--- src/rtl/arm_pipe_ctrl_if.sv ---
// ---------------------------------------------------------------------------
// arm_pipe_ctrl_if
//   Bundles the signals between the 5-stage ARM pipeline and its pipeline-
//   control block (arm_pipe_ctrl).
//
//   master modport : pipeline side. Drives the ID-stage instruction fields,
//                    the EXE branch outcome and the external hold. Receives
//                    the control and forwarding outputs.
//   slave modport  : arm_pipe_ctrl side (the mirror image).
//
//   ID fields    : id_valid, id_src1, id_src2, id_two_src, id_wb_en,
//                  id_dest, id_mem_r_en
//   EXE/memory   : branch_taken, ext_stall
//   Control      : freeze, flush, bubble
//   Forwarding   : fwd_sel_a, fwd_sel_b (00 regfile, 01 MEM ALU, 10 WB)
//   Performance  : stall_cnt, flush_cnt
// ---------------------------------------------------------------------------
interface arm_pipe_ctrl_if #(
  parameter int REG_W = 4,
  parameter int CNT_W = 16
);
  logic             id_valid;
  logic [REG_W-1:0] id_src1;
  logic [REG_W-1:0] id_src2;
  logic             id_two_src;
  logic             id_wb_en;
  logic [REG_W-1:0] id_dest;
  logic             id_mem_r_en;
  logic             branch_taken;
  logic             ext_stall;

  logic             freeze;
  logic             flush;
  logic             bubble;
  logic [1:0]       fwd_sel_a;
  logic [1:0]       fwd_sel_b;
  logic [CNT_W-1:0] stall_cnt;
  logic [CNT_W-1:0] flush_cnt;

  modport master (
    output id_valid, id_src1, id_src2, id_two_src, id_wb_en, id_dest,
           id_mem_r_en, branch_taken, ext_stall,
    input  freeze, flush, bubble, fwd_sel_a, fwd_sel_b, stall_cnt, flush_cnt
  );

  modport slave (
    input  id_valid, id_src1, id_src2, id_two_src, id_wb_en, id_dest,
           id_mem_r_en, branch_taken, ext_stall,
    output freeze, flush, bubble, fwd_sel_a, fwd_sel_b, stall_cnt, flush_cnt
  );
endinterface

--- src/rtl/arm_pipe_ctrl.sv ---
// ---------------------------------------------------------------------------
// arm_pipe_ctrl
//   Pipeline-control block for the 5-stage ARM core. Keeps a registered
//   scoreboard of the instructions in flight after ID (slot0=EXE, slot1=MEM,
//   slot2=WB, further slots for deeper variants) and derives from it:
//     - the ID-stage freeze (holds PC and REG_PIPE_1),
//     - the branch flush (clears REG_PIPE_1 and REG_PIPE_2),
//     - the bubble insert (REG_PIPE_2 loads a NOP),
//     - the EXE operand-forwarding selects,
//     - saturating stall / flush performance counters.
//
//   Ports
//     clk : rising-edge clock
//     rst : synchronous active-low reset
//     bus : arm_pipe_ctrl_if.slave (ID fields, branch_taken, ext_stall in;
//           freeze, flush, bubble, fwd_sel_a/b, stall_cnt, flush_cnt out)
//
//   Parameters
//     STAGES : tracked post-ID slots, 3..8
//     REG_W  : register-address width
//     FWD_EN : 1 = stall only where forwarding cannot help; 0 = stall on RAW
//     CNT_W  : performance-counter width
// ---------------------------------------------------------------------------
module arm_pipe_ctrl #(
  parameter int STAGES = 3,
  parameter int REG_W  = 4,
  parameter bit FWD_EN = 1'b1,
  parameter int CNT_W  = 16
) (
  input  logic           clk,
  input  logic           rst,
  arm_pipe_ctrl_if.slave bus
);

  typedef logic [REG_W-1:0] reg_t;

  // One in-flight instruction. src fields only matter in slot0 (EXE), where
  // they steer the forwarding muxes.
  typedef struct packed {
    logic valid;
    logic wb_en;
    logic mem_r;
    logic two_src;
    reg_t dest;
    reg_t src1;
    reg_t src2;
  } slot_t;

  slot_t            slot_q [STAGES];
  slot_t            id_slot;
  logic             hazard;
  logic             flush_w;
  logic             bubble_w;
  logic [1:0]       fwd_a;
  logic [1:0]       fwd_b;
  logic [CNT_W-1:0] stall_cnt_q;
  logic [CNT_W-1:0] flush_cnt_q;

  // Slot s will write register r. r0 is an ordinary register here.
  function automatic logic match(slot_t s, reg_t r);
    return s.valid & s.wb_en & (s.dest == r);
  endfunction

  // The ID instruction reads the result of slot s.
  function automatic logic id_reads(slot_t s, reg_t src1, reg_t src2, logic two_src);
    return match(s, src1) | (two_src & match(s, src2));
  endfunction

  // Youngest producer wins: MEM ALU result first (a load in MEM has no data
  // yet), then the WB value, else the register file.
  function automatic logic [1:0] fwd_pick(slot_t mem_s, slot_t wb_s, reg_t r);
    if (match(mem_s, r) && !mem_s.mem_r) return 2'b01;
    if (match(wb_s, r))                  return 2'b10;
    return 2'b00;
  endfunction

  always_comb begin
    id_slot = '{valid:   bus.id_valid,
                wb_en:   bus.id_wb_en,
                mem_r:   bus.id_mem_r_en,
                two_src: bus.id_two_src,
                dest:    bus.id_dest,
                src1:    bus.id_src1,
                src2:    bus.id_src2};
  end

  // RAW hazard against the ID instruction. The WB slot never stalls: the
  // register file is write-first. With forwarding, only a load in EXE and
  // slots beyond WB (deeper variants, no forwarding path) stall.
  always_comb begin
    // NOTE: every combinational output gets a default before any branch so
    // no path leaves it unassigned and no latch is inferred.
    hazard = 1'b0;
    if (bus.id_valid) begin
      if (FWD_EN) begin
        hazard = slot_q[0].mem_r &
                 id_reads(slot_q[0], bus.id_src1, bus.id_src2, bus.id_two_src);
        for (int k = 3; k <= STAGES - 2; k++) begin
          hazard |= id_reads(slot_q[k], bus.id_src1, bus.id_src2, bus.id_two_src);
        end
      end else begin
        for (int k = 0; k <= STAGES - 2; k++) begin
          hazard |= id_reads(slot_q[k], bus.id_src1, bus.id_src2, bus.id_two_src);
        end
      end
    end
  end

  always_comb begin
    fwd_a = 2'b00;
    fwd_b = 2'b00;
    if (FWD_EN && slot_q[0].valid) begin
      fwd_a = fwd_pick(slot_q[1], slot_q[2], slot_q[0].src1);
      if (slot_q[0].two_src) begin
        fwd_b = fwd_pick(slot_q[1], slot_q[2], slot_q[0].src2);
      end
    end
  end

  // A taken branch kills the dependent instruction anyway, so it overrides
  // the hazard: no freeze, and the stall is not counted.
  assign flush_w  = bus.branch_taken & ~bus.ext_stall;
  assign bubble_w = ~bus.ext_stall & (hazard | flush_w);

  assign bus.flush     = flush_w;
  assign bus.freeze    = bus.ext_stall | (hazard & ~flush_w);
  assign bus.bubble    = bubble_w;
  assign bus.fwd_sel_a = fwd_a;
  assign bus.fwd_sel_b = fwd_b;
  assign bus.stall_cnt = stall_cnt_q;
  assign bus.flush_cnt = flush_cnt_q;

  always_ff @(posedge clk) begin
    if (!rst) begin
      // NOTE: the scoreboard is a handful of flops, not a RAM, so every
      // slot is cleared explicitly; a stale valid bit would fake a hazard.
      for (int k = 0; k < STAGES; k++) begin
        slot_q[k] <= '0;
      end
      stall_cnt_q <= '0;
      flush_cnt_q <= '0;
    end else if (!bus.ext_stall) begin
      // NOTE: non-blocking assignments make every slot sample the old value
      // of its neighbour, so the shift order inside the loop is irrelevant.
      for (int k = STAGES - 1; k > 0; k--) begin
        slot_q[k] <= slot_q[k-1];
      end
      slot_q[0] <= bubble_w ? '0 : id_slot;

      if (hazard && !flush_w && stall_cnt_q != '1) begin
        stall_cnt_q <= stall_cnt_q + CNT_W'(1);
      end
      if (flush_w && flush_cnt_q != '1) begin
        flush_cnt_q <= flush_cnt_q + CNT_W'(1);
      end
    end
  end

endmodule

--- src/flat_wrapper.sv ---
// flat-port wrapper written by rule: the top's interface ports become plain ports
module arm_pipe_ctrl_flat 
#(
  parameter int STAGES = 3,
  parameter int REG_W  = 4,
  parameter bit FWD_EN = 1'b1,
  parameter int CNT_W  = 16
)
  (clk, rst, bus_id_valid, bus_id_src1, bus_id_src2, bus_id_two_src, bus_id_wb_en, bus_id_dest, bus_id_mem_r_en, bus_branch_taken, bus_ext_stall, bus_freeze, bus_flush, bus_bubble, bus_fwd_sel_a, bus_fwd_sel_b, bus_stall_cnt, bus_flush_cnt);
  arm_pipe_ctrl_if #(.REG_W(REG_W), .CNT_W(CNT_W)) bus_i ();
  input  logic clk;
  input  logic rst;
  input wire logic [$bits(bus_i.id_valid)-1:0] bus_id_valid;
  input wire logic [$bits(bus_i.id_src1)-1:0] bus_id_src1;
  input wire logic [$bits(bus_i.id_src2)-1:0] bus_id_src2;
  input wire logic [$bits(bus_i.id_two_src)-1:0] bus_id_two_src;
  input wire logic [$bits(bus_i.id_wb_en)-1:0] bus_id_wb_en;
  input wire logic [$bits(bus_i.id_dest)-1:0] bus_id_dest;
  input wire logic [$bits(bus_i.id_mem_r_en)-1:0] bus_id_mem_r_en;
  input wire logic [$bits(bus_i.branch_taken)-1:0] bus_branch_taken;
  input wire logic [$bits(bus_i.ext_stall)-1:0] bus_ext_stall;
  output wire logic [$bits(bus_i.freeze)-1:0] bus_freeze;
  output wire logic [$bits(bus_i.flush)-1:0] bus_flush;
  output wire logic [$bits(bus_i.bubble)-1:0] bus_bubble;
  output wire logic [$bits(bus_i.fwd_sel_a)-1:0] bus_fwd_sel_a;
  output wire logic [$bits(bus_i.fwd_sel_b)-1:0] bus_fwd_sel_b;
  output wire logic [$bits(bus_i.stall_cnt)-1:0] bus_stall_cnt;
  output wire logic [$bits(bus_i.flush_cnt)-1:0] bus_flush_cnt;
  assign bus_i.id_valid = bus_id_valid;
  assign bus_i.id_src1 = bus_id_src1;
  assign bus_i.id_src2 = bus_id_src2;
  assign bus_i.id_two_src = bus_id_two_src;
  assign bus_i.id_wb_en = bus_id_wb_en;
  assign bus_i.id_dest = bus_id_dest;
  assign bus_i.id_mem_r_en = bus_id_mem_r_en;
  assign bus_i.branch_taken = bus_branch_taken;
  assign bus_i.ext_stall = bus_ext_stall;
  assign bus_freeze = bus_i.freeze;
  assign bus_flush = bus_i.flush;
  assign bus_bubble = bus_i.bubble;
  assign bus_fwd_sel_a = bus_i.fwd_sel_a;
  assign bus_fwd_sel_b = bus_i.fwd_sel_b;
  assign bus_stall_cnt = bus_i.stall_cnt;
  assign bus_flush_cnt = bus_i.flush_cnt;
  arm_pipe_ctrl #(.STAGES(STAGES), .REG_W(REG_W), .FWD_EN(FWD_EN), .CNT_W(CNT_W)) u_core (.clk(clk), .rst(rst), .bus(bus_i));
endmodule
--- config.mk ---
export PLATFORM = sky130hd
export DESIGN_NAME = arm_pipe_ctrl_flat
export DESIGN_NICKNAME = d
export VERILOG_FILES = /design/src/rtl/arm_pipe_ctrl_if.sv /design/src/rtl/arm_pipe_ctrl.sv /design/src/flat_wrapper.sv
export SDC_FILE = /design/constraint.sdc
export NUM_CORES = 1
export LEC_CHECK = 0
export ABC_AREA = 1
export BUFFER_PORTS_ARGS = -buffer_cell sky130_fd_sc_hd__buf_2
export CAP_MARGIN = 20
export CORE_UTILIZATION = 50
export DETAILED_ROUTE_END_ITERATION = 10
export PLACE_DENSITY = 0.83
export SLEW_MARGIN = 20
export SYNTH_ARGS = -nofsm -noshare
export SYNTH_HDL_FRONTEND = slang
export SYNTH_SLANG_ARGS = --single-unit
--- constraint.sdc ---
create_clock -name clk -period 5.16 [get_ports clk]
set_clock_uncertainty 0.05 [all_clocks]
set_input_delay 0.516 -clock clk [delete_from_list [all_inputs] [get_ports clk]]
set_output_delay 0.516 -clock clk [all_outputs]
set_load 0.01 [all_outputs]
==> impl_metrics.json <==
{
  "status": "finished clean",
  "die-height_microns": 82.07,
  "power.switching_w": 0.0002566,
  "ff_latch_area_sq_mm": 0.001511,
  "hold_path_end": "u_core.slot_q[0][9]",
  "power_frac_seq_pct": 47.3,
  "layout_common_cells": "84 x nor2_1, 76 x nand2_1, 61 x inv_1, 58 x buf_2, 33 x nand3_1",
  "grtUsageTotal_pct": 22.78,
  "async_flop_share_pct": 0,
  "clkSlewWorstSetupHoldPaths_ns": 0.07,
  "netlist_area_sq_mm": 0.003206,
  "antenna_found_initial": 0,
  "finalSetupViolations": 0,
  "worst-r2r-cell-count": 9,
  "dr_total_vias": 2899,
  "vias_per_cell": 5.158,
  "n_antenna_cell": 0,
  "yosys.cell_types.count": 30,
  "mostFrequentLayoutCell": "nor2_1",
  "r2r_slack_ns": 3.12,
  "num-nets-final": 504,
  "fin_hold_ws_ns": 0.4230,
  "syn_nets": 446,
  "fmax_mhz": 451.3,
  "combinationalPowerShare_pct": 6.2,
  "fin_total_pwr_w": 0.001127,
  "post-route-min-period_ns": 2.216,
  "instances_no_fill": 562,
  "crit_path_max_fanout": 3,
  "grt_overflow": 0,
  "switching_share_pct": 22.77,
  "post_drt_wl_per_cell_microns": 12.41,
  "fillers": 544,
  "layout-drive-gt1-share_pct": 16.84,
  "drt_pass1_iterations": 4,
  "routed_wl_microns": 6973,
  "hold_path_class": "primary input to flip-flop",
  "clk_latency_ns": 0.34,
  "synth_seq_area_share_pct": 47.15,
  "clockPowerShare_pct": 46.5,
  "end_kind": "output pin",
  "initial_core_util_pct": 52.89,
  "drv_slew": 0,
  "fin_setup_tns_ns": 0,
  "grt_pass1_vias": 2685,
  "dp_hpwl_microns": 4932,
  "post_cts_resized": 0,
  "core_region_area_sq_mm": 0.006061,
  "ys_top_cells_by_area": "edfxtp_1 27%, dfxtp_1 20%, nor2_1 9.8%",
  "syn_area_per_cell_sq_um": 7.560,
  "vdd_drop_max_mv": 0.2712,
  "intPower_w": 0.0008705,
  "syn_inst": 424,
  "pin_count": 59,
  "finalWeightedCongestion": 0.8411,
  "post-synth-top-area-cell": "edfxtp_1",
  "place_ws_ns": 2.840,
  "multiInputGateArea_sq_mm": 0.001401,
  "max-slew-margin-rel_pct": 55.73,
  "syn_to_final_growth_pct": 17.92,
  "clockBufferDepth": 2,
  "drtIter0Drc": 202,
  "setup_ws_ns": 2.944,
  "synth_edf_count": 29,
  "row_count": 28,
  "port_buffers": 58,
  "required_ns": 4.59,
  "antenna_left": 0,
  "drv_cap": 0,
  "r2r_start": "u_core.bus.flush_cnt[0]",
  "synth_top_area_share_pct": 27.17,
  "r2r_end": "u_core.bus.flush_cnt[9]",
  "yosysWarningCount": 0,
  "critPathArrivalTime_ns": 1.65,
  "holdPathStages": 3,
  "cts_buffers": 9,
  "synth_top_flop_cell": "dfxtp_1",
  "tightest_slew_ns": 0.6618,
  "p_leak_nw": 1.679,
  "cts_tree": "done",
  "drc": 0,
  "cts_max_level": 3,
  "synth.ff_latch_count": 61,
  "cts_root_buf": "clkbuf_8",
  "rsz0062_at_grt": "no",
  "cts_hold_buf": 0,
  "grt_start_max_net_pins": 30,
  "grt_pass1_wl_microns": 11310,
  "design.die.area_sq_mm": 0.006735,
  "post-route-period-util_pct": 42.94,
  "crit_type": "flip-flop to output pin",
  "cp-start-kind": "flip-flop",
  "placed_cells": 546,
  "cts_post_setup_buffers_inserted": 0,
  "p_per_area_mw_per_mm2": 298.2,
  "hold_viol_final": 0,
  "clock-sinks": 61,
  "min_from": "bus_id_dest[1]",
  "die_w_microns": 82.07
}
## routing by layer
| metal | vias up | GRT usage (%) | wire length, microns |
|---|---|---|---|
| met3 | 20 | 6.222 | 351 |
| met1 | 1323 | 25.65 | 2927 |
| met2 | 81 | 39.09 | 3493 |
| li1 | 1475 | - | - |
| met5 | - | 0 | 0 |
| met4 | 0 | 11.93 | 199 |
## per-stage QoR
| step | area [sq um] | util, % |
|---|---|---|
| after detailed placement | 3531 | 58.26 |
| after global routing | 3780 | 62.37 |
| after floorplan | 3206 | - |
| after CTS | 3777 | 62.32 |
| after global placement | 3531 | 58.26 |
| final | 3780 | 62.37 |
## worst max path at each step
stage,start,to,slack [ns],cells past startpoint
4_1_cts,u_core.slot_q[0][24],bus_fwd_sel_b[1],2.91,7
6_report,u_core.slot_q[0][24],bus_fwd_sel_b[1],2.94,7
2_1_floorplan,rst,u_core.slot_q[0][0],3.07,3
3_3_place_gp,rst,u_core.slot_q[0][1],2.90,2
5_1_grt,u_core.slot_q[0][25],bus_fwd_sel_a[0],2.77,5
3_5_place_dp,rst,u_core.slot_q[0][4],2.84,2
## cell type report
type,count,share of cell area [%]
clock buffer,9,3.277
clock inverter,7,3.244
inverter,63,6.256
multi-input combinational,289,37.07
sequential,61,39.99
tap,75,2.483
timing repair buffer,58,7.680
## synth_stat cells, types with 3 or more instances
library cell and instances:
xor2_1 11, dfxtp_1 32, a21oi_1 30, nand4_1 7, nor3_1 12, nor4_1 3
clkbuf_1 7, nor2_1 84, nand3_1 33, xnor2_1 10, edfxtp_1 29, nand2_1 77
o21ai_0 8, inv_1 61
## power by group through the flow
stage          clock (W)  combinational, W  sequential, W
3_5_place_dp           0         0.0000698       0.000545
6_report        0.000524         0.0000698       0.000533
5_1_grt         0.000549         0.0000795       0.000535
4_1_cts         0.000530         0.0000702       0.000534
3_3_place_gp           0         0.0000671       0.000544
2_1_floorplan          0         0.0000480       0.000542
## cell families after synthesis
logic type | synth area share, %
AND/OR/NAND/NOR | 30.29
buffers and inverters | 9.212
flip-flops | 47.15
AO/OA/AOI/OAI | 6.831
XOR/XNOR | 5.738
adder cells (fa/ha/maj) | 0.7805
## registers in the layout, indices dropped and copies added (netlist names)
register              flops
u_core.slot_q            29
u_core.bus.flush_cnt     16
u_core.bus.stall_cnt     16
## worst max-delay path: stages (launching register included)
cell	delay [ns]
edfxtp_1	0.43
inv_1	0.10
nor2_1	0.04
nor4b_1	0.33
nand3_1	0.16
nand4_1	0.10
inv_1	0.04
buf_2	0.13
(Power assumes the default switching activity.)
